$ cat src/rtl/pdm_fade_ramp.sv
// pdm_fade_ramp: brightness fade generator for the nixie pdm dimming stage.
// Ramps level_out toward a written target by step_reg every period_reg clocks,
// strobing level_write whenever level_out takes a new value.
//
// Ports:
//   clk, rst        system clock, synchronous active-high reset
//   target_in       new fade target, latched on target_write
//   step_in         level increment per ramp tick, latched on cfg_write
//   period_in       clocks per ramp tick, latched on cfg_write (0 acts as 1)
//   level_out       current level, to pdm PWM_in
//   level_write     one-cycle strobe when level_out changes, to pdm pwm_write
//   busy            high while the ramp FSM is not IDLE
//   done            one-cycle pulse when level_out reaches the target
module pdm_fade_ramp #(
  parameter int unsigned WIDTH      = 10,
  parameter int unsigned PRESCALE_W = 16
) (
  input  logic                  clk,
  input  logic                  rst,
  input  logic [WIDTH-1:0]      target_in,
  input  logic                  target_write,
  input  logic [7:0]            step_in,
  input  logic [PRESCALE_W-1:0] period_in,
  input  logic                  cfg_write,
  output logic [WIDTH-1:0]      level_out,
  output logic                  level_write,
  output logic                  busy,
  output logic                  done
);

  localparam int unsigned STEP_W = 8;
  localparam int unsigned EXT_W  = WIDTH + 1;

  typedef enum logic [1:0] {
    IDLE = 2'd0,
    UP   = 2'd1,
    DOWN = 2'd2
  } state_t;

  state_t                state_q, state_d;
  logic [WIDTH-1:0]      target_q;
  logic [STEP_W-1:0]     step_q;
  logic [PRESCALE_W-1:0] period_q;
  logic [PRESCALE_W-1:0] cnt_q, cnt_d;
  logic [WIDTH-1:0]      level_d;
  logic                  write_d;
  logic                  done_d;
  logic                  busy_d;

  logic [PRESCALE_W-1:0] period_eff;
  logic [WIDTH-1:0]      tgt_eff;
  logic                  tick;
  logic [EXT_W-1:0]      up_sum;
  logic [EXT_W-1:0]      down_floor;

  // Next-state, prescaler and level update.
  always_comb begin
    state_d    = IDLE;
    cnt_d      = cnt_q;
    level_d    = level_out;
    write_d    = 1'b0;
    done_d     = 1'b0;
    busy_d     = 1'b0;
    period_eff = (period_q == '0) ? PRESCALE_W'(1) : period_q;
    // A retarget in the same cycle as a tick steers that tick toward the new target.
    tgt_eff    = target_write ? target_in : target_q;
    // ">=" so a shortened period mid-count ticks on the next cycle.
    tick       = (state_q != IDLE) && (cnt_q >= period_eff - PRESCALE_W'(1));
    up_sum     = EXT_W'(level_out) + EXT_W'(step_q);
    down_floor = EXT_W'(tgt_eff) + EXT_W'(step_q);

    // Direction is re-derived every cycle from the latched target.
    if (target_q > level_out)      state_d = UP;
    else if (target_q < level_out) state_d = DOWN;
    else                           state_d = IDLE;
    busy_d = (state_d != IDLE);

    // Prescaler idles at zero, so a ramp started from IDLE begins a full period.
    if (state_q == IDLE)  cnt_d = '0;
    else if (tick)        cnt_d = '0;
    else                  cnt_d = cnt_q + PRESCALE_W'(1);

    if (tick && (tgt_eff != level_out)) begin
      write_d = 1'b1;
      if (tgt_eff > level_out) begin
        if ((step_q == '0) || (up_sum >= EXT_W'(tgt_eff))) level_d = tgt_eff;
        else                                               level_d = up_sum[WIDTH-1:0];
      end else begin
        if ((step_q == '0) || (EXT_W'(level_out) <= down_floor)) level_d = tgt_eff;
        else                                                     level_d = level_out - WIDTH'(step_q);
      end
      done_d = (level_d == tgt_eff);
    end

    if (target_write && (target_in == level_out)) done_d = 1'b1;
  end

  // State, configuration and output registers.
  always_ff @(posedge clk) begin
    if (rst) begin
      state_q     <= IDLE;
      target_q    <= '0;
      step_q      <= STEP_W'(1);
      period_q    <= PRESCALE_W'(1);
      cnt_q       <= '0;
      level_out   <= '0;
      level_write <= 1'b0;
      busy        <= 1'b0;
      done        <= 1'b0;
    end else begin
      state_q     <= state_d;
      cnt_q       <= cnt_d;
      level_out   <= level_d;
      level_write <= write_d;
      busy        <= busy_d;
      done        <= done_d;
      if (target_write) target_q <= target_in;
      if (cfg_write) begin
        step_q   <= step_in;
        period_q <= period_in;
      end
    end
  end

endmodule

$ cat config.mk
export PLATFORM = sky130hd
export DESIGN_NAME = pdm_fade_ramp
export DESIGN_NICKNAME = d
export VERILOG_FILES = /design/src/rtl/pdm_fade_ramp.sv
export SDC_FILE = /design/constraint.sdc
export NUM_CORES = 1
export LEC_CHECK = 0
export CORE_MARGIN = 2
export CORE_UTILIZATION = 64
export DETAILED_ROUTE_END_ITERATION = 16
export PLACE_DENSITY = 0.88
export SLEW_MARGIN = 25
export SYNTH_ARGS = -nofsm -noshare
export SYNTH_HDL_FRONTEND = slang
export SYNTH_SLANG_ARGS = --single-unit
export TNS_END_PERCENT = 100
$ cat constraint.sdc
create_clock -name clk -period 8.67 [get_ports clk]
set_clock_uncertainty 0.15 [all_clocks]
set_input_delay 1.734 -clock clk [delete_from_list [all_inputs] [get_ports clk]]
set_output_delay 1.734 -clock clk [all_outputs]
set_load 0.05 [all_outputs]
Word-level counts from Yosys, hierarchy flattened --
Index checks and enable logic that the tools add are counted.
Storage, ports and cells: bits in registers 65, latch bits 0, RAM bits 0, bits in read-only memories 0, bits of input ports 38, logic and storage cells 45, memories 0
Cells by class: add/subtract/negate cells 5, multiply operators 0, divide/modulo/power cells 0, magnitude comparators 6, equal/unequal tests 3, shifts and indexed selects 0, muxes and demuxes 11, bitwise gates (word level) 0, reductions and logical operators 11
Operator list (count):
- 10-bit 2-to-1 mux | 5
- 10-bit by 8-bit adder with 11-bit output | 2
- 10-bit equality test | 2
- 10-bit > comparator | 2
- 16-bit by 1-bit adder with 16-bit output, second input constant | 1
- 16-bit >= comparator | 1
- 16-bit zero test | 1
- 16-bit 2-to-1 mux | 1
- 16-bit by 1-bit subtractor with 16-bit output, second input constant | 1
- 11-bit by 10-bit >= comparator with 1-bit output | 1
- 10-bit by 11-bit less-or-equal comparator with 1-bit output | 1
- 10-bit less-than comparator | 1
- 10-bit != test | 1
- 10-bit by 8-bit subtractor with 10-bit output | 1
- 8-bit zero test | 1
- 2-bit 2-to-1 mux | 2
- 2-bit nonzero test | 2
- 1-bit logical AND | 3
- 1-bit 2-to-1 mux | 3
- 3-bit OR reduction | 1
- 2-bit zero test | 1
- 1-bit logical OR | 2

Depth between registers and ports, before layout --
Gate-level depths: netlist (run 1).
word-level depth 10, gate-level depth with buffers 23

Least setup slack after synthesis (run 1) --
OpenSTA, ideal clock, no wires.
path kind input -> register, start input target_write, end register done, setup time 0.069 ns, arrival 6.224 ns, required time 8.451 ns, path slack 2.227 ns, stages on the path 23, cells stage by stage buf_6 > mux2i_1 > inv_1 > ha_1 > a21o_1 > a21oi_1 > o21bai_1 > a21oi_1 > o21bai_1 > a21oi_1 > nor2b_1 > o21ai_0 > xnor2_1 > ha_1 > nand3_1 > nor3_1 > a211oi_1 > o311ai_4 > nor2_1 > a211oi_1 > o31a_1 > or4_1 > o21ai_1
On the way: cells in the longest elaborated chain, start to end 10
RTL lines:
- start: declaration | RTL line 21 | input logic target_write,
- 10-bit 2-to-1 mux (*)
- via tgt_eff[1] | RTL line 51 | logic [WIDTH-1:0] tgt_eff;
- 10-bit by 8-bit adder with 11-bit output | RTL line 70 | down_floor = EXT_W'(tgt_eff) + EXT_W'(step_q);
- 10-bit by 11-bit less-or-equal comparator with 1-bit output | RTL line 89 | if ((step_q == '0) || (EXT_W'(level_out) <= down_floor)) level_d = tgt_eff;
- 1-bit logical OR | RTL line 89
- 10-bit 2-to-1 mux | RTL line 89
- 10-bit 2-to-1 mux | RTL line 85 | if (tgt_eff > level_out) begin
- 10-bit 2-to-1 mux | RTL line 83 | if (tick && (tgt_eff != level_out)) begin
- 10-bit equality test | RTL line 92 | done_d = (level_d == tgt_eff);
- 1-bit 2-to-1 mux (*) | RTL line 83
- 1-bit 2-to-1 mux (*) | RTL line 95 | if (target_write && (target_in == level_out)) done_d = 1'b1;
- end signal: assignment | RTL line 116 | done <= done_d;
- end: declaration | RTL line 28 | output logic done
Mark *: on every way through the listed nets, which the timed path passes. The rest lies on a longest branch. The select of a mux whose other input is x is not followed. A chain may end at the register's enable or synchronous reset.

Worst setup path after layout (run 1) --
Ends and elaborated chain as after synthesis.

==> results.txt, run 1 <==
Startpoint Class = input pin
Starting Density = 64.8%
final hold violations = 0
CTS Root Buffer Type = clkbuf_8
synthesized area per cell = 8.35 µm²
row cnt = 34
Core ar. = 8590 µm²
worst relative slew slack = 40.2%
register area = 1300 µm²
cell mode on critical path = a21oi_1
ys flop type = dfxtp_1
synth top area cells = dfxtp_1 23%, ha_1 18%, mux2i_1 5.6%, nor2_1 5.5%, xnor2_1 5.5%
max-cap violations = 0
layout cells sized above 1 = 5.15%
Inserted Clock Buffers = 9
All-Layer GR Usage = 31.9%
TritonCTS clock tree = built
Unique masters post-synth = 69
PD cells = 137 nW/µm²
Tmin final = 7.40 ns
fmax = 135 MHz
Async S/R FF share, synth = 0%
initial DRC count = 373
Logic pwr share = 31.7%
crit path capture type = register
TritonCTS Sinks = 65
Area Overhead vs Synth = 13.7%
Die ar. = 9470 µm²
Antenna Nets Post-Route = 0
Worst path max stage delay = 0.57 ns
vias in the first global route = 5,040
crit path kind = in2reg
CP max FO = 13
Post-CTS Resized = 0
Tcrit/Tclk final = 85.4%
Setup TNS = 0 ns
synthesized area = 5570 µm²
area occupied by multi-input gates = 4000 µm²
synthesis-stage register bit count = 65
DRT Wirelength = 14,800 µm
max-slew violations = 0
post-synth top area share = 23.4%
Die H = 97.3 µm
Data required, critical path = 8.81 ns
Pre-Repair DR Iteration Count = 5
DRC errors left = 0
GRT Residual Overflow = 0
CTS Buffer Depth = 2
via density per instance = 6.12
routed via count = 5,064
Hold Buf Count CTS = 0
cell family with most CP delay = compound AO/OA/AOI/OAI gates
WP depth = 24
Filler cells = 645
Port Buffers = 50
peak supply drop = 0.000123 V
Post-synth EDFFs = 0
Worst EP arrival = 7.54 ns
Die Width = 97.3 µm
diode count = 0
initial antenna violation count = 0
worst-skew pair later-pin latency = 0.35 ns
worst min-delay path category = reg2reg
Internal = 0.000564 W
Sequential Power Share = 38.0%
Hold Path Depth = 1
post-synthesis sequential area ratio = 23.4%
Synth area leader = dfxtp_1
WL per Instance = 17.9 µm
first-pass GRT wire length = 24,500 µm
Crit-path slowest cell = mux2i_1
Total Nets Final = 837
worst-path cell chain = clkdlybuf4s50_1 > buf_4 > mux2i_1 > inv_1 > ha_1 > a21o_1 > a21oi_1 > o21bai_1 > a21oi_1 > o21bai_1 > a21oi_1 > nor2b_1 > o21ai_0 > xnor2_1 > ha_1 > nand3_1 > nor3_1 > a211oi_1 > o311ai_4 > nor2_1 > a211oi_1 > o31a_1 > or4_1 > o21ai_1
Worst-Margin Slew = 0.896 ns
Layout Utilization = 73.7%
num ports = 51
routability cong. = 0.971
status = finished clean
unrepaired setup endpoints after global routing = no
H-tree depth = 3
largest net degree at the start of global routing = 53
# Post-CTS Setup Buffers = 0
DP Wirelength = 11,900 µm
sw frac = 34.8%
Setup violations, final = 0
P_sw = 0.000301 W
clock share of power = 30.4%
WP buf/inv = 3
Worst R2R Path Depth = 22
leakage = 2.73 nW
Worst-path clk slew = 0.08 ns
Mapped Cells = 667
Synth Warn # = 0
syn nets = 790
-- cells by family after synthesis --
family          after synthesis  synth area share [%]
flops                        65                  23.4
mux                          35                  6.38
buf+inv                      65                  4.83
fa+ha+maj                    85                  19.5
xor+xnor                     59                  9.27
simple gates                228                  19.8
compound gates              130                  16.9
-- cell usage after synthesis (3+ instances only) --
cell type  number
buf_6           3
nand4_1        11
nand2b_1       10
or4_1           4
nor3b_1         4
fa_1            3
xnor2_1        35
nand3b_1        3
o21bai_1        4
nand2_1        38
nor2_1         82
or2_2           3
or3_1           3
ha_1           82
dfxtp_1        65
clkbuf_1       12
nor2b_1        15
o31ai_1         3
o211ai_1        3
mux2_2          4
nor4_1          4
o21ai_0        18
a21o_1         10
o22ai_1         3
nor3_1         22
a31oi_1         4
inv_1          47
and3_1          5
a211o_1         3
a211oi_1       12
mux2i_1        31
nand3_1        16
o21a_1          6
xor2_1         24
a21oi_1        32
-- metal layers --
layer  part of all wire (%)  routed length (µm)  track usage [%]
met1                     41                6000             37.5
met2                     50                7390             58.2
met3                    6.0                 883             4.89
met4                    3.6                 530             12.5
met5                      0                   0                0
-- flip-flops by register name (all words and copies together), names as in the netlist --
register and flops:
target_q 10, cnt_q 16, level_write 1, level_out 10, state_q 2, period_q 16, busy 1, done 1
step_q 8
-- power groups by stage --
stage / Sequential [W] / Clock (W) / Combinational [W]
after global placement: 0.000334 / 0 / 0.000262
after global routing: 0.000330 / 0.000277 / 0.000303
after CTS: 0.000328 / 0.000265 / 0.000270
after detailed placement: 0.000335 / 0 / 0.000267
after floorplan: 0.000335 / 0 / 0.000192
final: 0.000328 / 0.000263 / 0.000274
-- path summary, 6_finish.rpt --
path,start,to,slack [ns]
worst max-delay path,target_write,done,1.27
worst min-delay path,cnt_q[0],cnt_q[0],0.33
worst max register to register,target_q[1],done,3.13
worst min register to register,cnt_q[0],cnt_q[0],0.33
-- cells in the final DEF, fill, tap and decap left out, drive strengths merged, types with 5 or more instances in the layout --
| master | count |
|---|---|
| and3 | 6 |
| nor2 | 83 |
| nand3 | 16 |
| nand2 | 38 |
| o21a | 6 |
| o21ai | 20 |
| o21bai | 5 |
| clkdlybuf4s50 | 49 |
| a21o | 10 |
| nand2b | 10 |
| nor3 | 22 |
| clkbuf | 10 |
| xor2 | 24 |
| buf | 5 |
| mux2i | 31 |
| inv | 49 |
| ha | 82 |
| nor2b | 15 |
| nand4 | 11 |
| a211oi | 12 |
| dfxtp | 65 |
| xnor2 | 35 |
| a21oi | 32 |
-- area by class of cell --
class	instances	share of cell area, %
clock buffers	10	2.01
clock inverters	6	1.03
inverters	47	2.78
multi-input cells	537	63.2
flip-flops and latches	65	20.5
well taps	108	2.13
repair buffers	54	8.30
-- through the flow --
step                      total power (W)  hold WS (ns)  setup slack, ns  area, µm²  std cells
after detailed placement         0.000602         0.319             1.02       6140        811
after global routing             0.000910         0.358            0.822       6330        827
final                            0.000865         0.328             1.27       6330        827
after global placement           0.000596         0.304             1.19       6140        811
after floorplan                  0.000527         0.287             2.23       5570        667
after CTS                        0.000863         0.338             1.31       6330        827
-- worst reg2reg max path: stages (launching register included) --
cell and delay [ns]:
dfxtp_1 0.32, mux2i_1 0.47, inv_1 0.20, ha_1 0.32
a21o_1 0.18, a21oi_1 0.22, o21bai_1 0.09, a21oi_1 0.22
o21bai_1 0.09, a21oi_1 0.23, nor2b_1 0.08, o21ai_0 0.20
xnor2_1 0.10, ha_1 0.33, nand3_1 0.11, nor3_1 0.05
a211oi_1 0.36, o311ai_4 0.25, nor2_1 0.47, a211oi_1 0.17
o31a_1 0.30, or4_1 0.46, o21ai_1 0.13
Power figures use the tool's default switching activity.
==> run 2: changes to the inputs <==
ABC_CLOCK_PERIOD_IN_PS = 8670   (was default)
GPL_ROUTABILITY_DRIVEN = 0   (was default)
==> run 2 against run 1 <==
  * Global-route usage fell by 0.88 points
  * Combinational power rose by 1%
  * Critical path depth did not move
  * Highest routed layer unchanged
  * First-iteration DRC count rose by 14%
==> results.txt, run 2 (synthesized netlist as in run 1, its figures left out) <==
GRT Residual Overflow = 0 (unchanged)
layout cells sized above 1 = 5.02% (was 5.15%)
DRT Wirelength = 14,800 µm (about the same)
PD cells = 140 nW/µm² (was 137 nW/µm²)
Inserted Clock Buffers = 9 (unchanged)
DRC errors left = 0 (unchanged)
TritonCTS clock tree = built (unchanged)
Die H = 97.3 µm (unchanged)
routed via count = 5,172 (was 5,064)
Post-CTS Resized = 0 (unchanged)
Final WS setup = 1.26 ns (was 1.27 ns)
row cnt = 34 (unchanged)
dpl ws = 1.05 ns (was 1.02 ns)
worst-skew pair later-pin latency = 0.35 ns (about the same)
total power draw = 0.000887 W (was 0.000865 W)
CTS Root Buffer Type = clkbuf_8 (unchanged)
Total Nets Final = 835 (was 837)
peak supply drop = 0.000107 V (was 0.000123 V)
vias in the first global route = 5,131 (was 5,040)
Pre-Repair DR Iteration Count = 5 (unchanged)
diode count = 0 (unchanged)
Die ar. = 9470 µm² (unchanged)
cell family with most CP delay = compound AO/OA/AOI/OAI gates (unchanged)
Worst-path clk slew = 0.08 ns (about the same)
max-slew violations = 0 (unchanged)
Area Overhead vs Synth = 13.7% (about the same)
Tmin final = 7.41 ns (was 7.40 ns)
first-pass GRT wire length = 24,200 µm (was 24,500 µm)
Worst EP arrival = 7.55 ns (was 7.54 ns)
num ports = 51 (unchanged)
worst min-delay path category = reg2reg (unchanged)
area occupied by multi-input gates = 4000 µm² (unchanged)
initial DRC count = 424 (was 373)
All-Layer GR Usage = 31.1% (was 31.9%)
Filler cells = 625 (was 645)
CTS Buffer Depth = 2 (unchanged)
Setup TNS = 0 ns (unchanged)
register area = 1300 µm² (unchanged)
# Post-CTS Setup Buffers = 0 (unchanged)
Tcrit/Tclk final = 85.5% (was 85.4%)
Startpoint Class = input pin (unchanged)
status = finished clean (unchanged)
worst relative slew slack = 35.3% (was 40.2%)
WL per Instance = 18.0 µm (was 17.9 µm)
Die Width = 97.3 µm (unchanged)
cell mode on critical path = a21oi_1 (unchanged)
worst-path cell chain = clkdlybuf4s50_1 > buf_4 > mux2i_1 > inv_1 > ha_1 > a21o_1 > a21oi_1 > o21bai_1 > a21oi_1 > o21bai_1 > a21oi_1 > nor2b_1 > o21ai_0 > xnor2_1 > ha_1 > nand3_1 > nor3_1 > a211oi_1 > o311ai_4 > nor2_1 > a211oi_1 > o31a_1 > or4_1 > o21ai_1 (unchanged)
CP max FO = 13 (unchanged)
unrepaired setup endpoints after global routing = no (unchanged)
Crit-path slowest cell = mux2i_1 (unchanged)
WP buf/inv = 3 (unchanged)
initial antenna violation count = 0 (unchanged)
commonest non-fill, non-tap cell in the layout = ha_1 (unchanged)
worst hold slack = 0.330 ns (was 0.328 ns)
max-cap violations = 0 (unchanged)
crit path capture type = register (unchanged)
H-tree depth = 3 (unchanged)
via density per instance = 6.27 (was 6.12)
fmax = 135 MHz (about the same)
Antenna Nets Post-Route = 0 (unchanged)
largest net degree at the start of global routing = 53 (unchanged)
Core ar. = 8590 µm² (unchanged)
Port Buffers = 50 (unchanged)
TritonCTS Sinks = 65 (unchanged)
DP Wirelength = 11,500 µm (was 11,900 µm)
Hold Buf Count CTS = 0 (unchanged)
Data required, critical path = 8.81 ns (about the same)
crit path kind = in2reg (unchanged)
commonest non-fill, non-tap cells in the layout = 82 x ha_1, 81 x nor2_1, 65 x dfxtp_1 (unchanged)
Worst path max stage delay = 0.58 ns (was 0.57 ns)
top flop regs = cnt_q x16, period_q x16 (unchanged)
leakage = 2.73 nW (about the same)
Setup violations, final = 0 (unchanged)
Worst-Margin Slew = 0.971 ns (was 0.896 ns)
Starting Density = 64.8% (unchanged)
final hold violations = 0 (unchanged)
run 2: cell types whose count changed in the layout (fill, tap and decap cells not counted):
cell and delta:
buf_4 -2, clkbuf_1 -1, clkinv_2 -2, clkinvlp_4 +1, inv_8 +2
run 2: worst paths after layout:
check | from | end | slack (ns) | cells after the start
worst max-delay path | target_write | done | 1.26 | 24
worst min-delay path | cnt_q[0] | cnt_q[0] | 0.33 | 1
worst max register to register | target_q[1] | done | 3.08 | 22
worst min register to register | cnt_q[0] | cnt_q[0] | 0.33 | 1
run 2: final cells by class:
type | instances | area share, %
multi-input cells | 537 | 63.2
clock buffers | 9 | 1.95
repair buffers | 52 | 8.06
clock inverters | 7 | 1.34
flip-flops and latches | 65 | 20.5
inverters | 47 | 2.78
well taps | 108 | 2.13
run 2: metal layers:
| metal | share of wire [%] | global-route usage (%) |
|---|---|---|
| met1 | 39 | 35.8 |
| met2 | 49 | 55.0 |
| met3 | 7.0 | 5.90 |
| met4 | 4.7 | 15.4 |
| met5 | 0 | 0 |
run 2: worst register-to-register path: stages, from the launching register on:
cell,delay [ns]
dfxtp_1,0.33
mux2i_1,0.48
inv_1,0.20
ha_1,0.31
a21o_1,0.18
a21oi_1,0.23
o21bai_1,0.10
a21oi_1,0.25
o21bai_1,0.10
a21oi_1,0.22
nor2b_1,0.07
o21ai_0,0.19
xnor2_1,0.09
ha_1,0.32
nand3_1,0.12
nor3_1,0.05
a211oi_1,0.35
o311ai_4,0.24
nor2_1,0.45
a211oi_1,0.15
o31a_1,0.32
or4_1,0.47
o21ai_1,0.14
run 2: power breakdown:
group          total, W  internal, W  switching (W)  leakage [nW]
registers      0.000328     0.000312      0.0000160         0.532
logic          0.000278     0.000118       0.000160          2.09
clock network  0.000282     0.000139       0.000143         0.100
run 2: through the flow:
stage / cells / util, % / area, µm²
5_1_grt: 825 / 73.7 / 6340
4_1_cts: 825 / 73.7 / 6330
6_report: 825 / 73.7 / 6340
3_3_place_gp: 809 / 71.3 / 6120
2_1_floorplan: 667 / - / 5570
3_5_place_dp: 809 / 71.3 / 6120
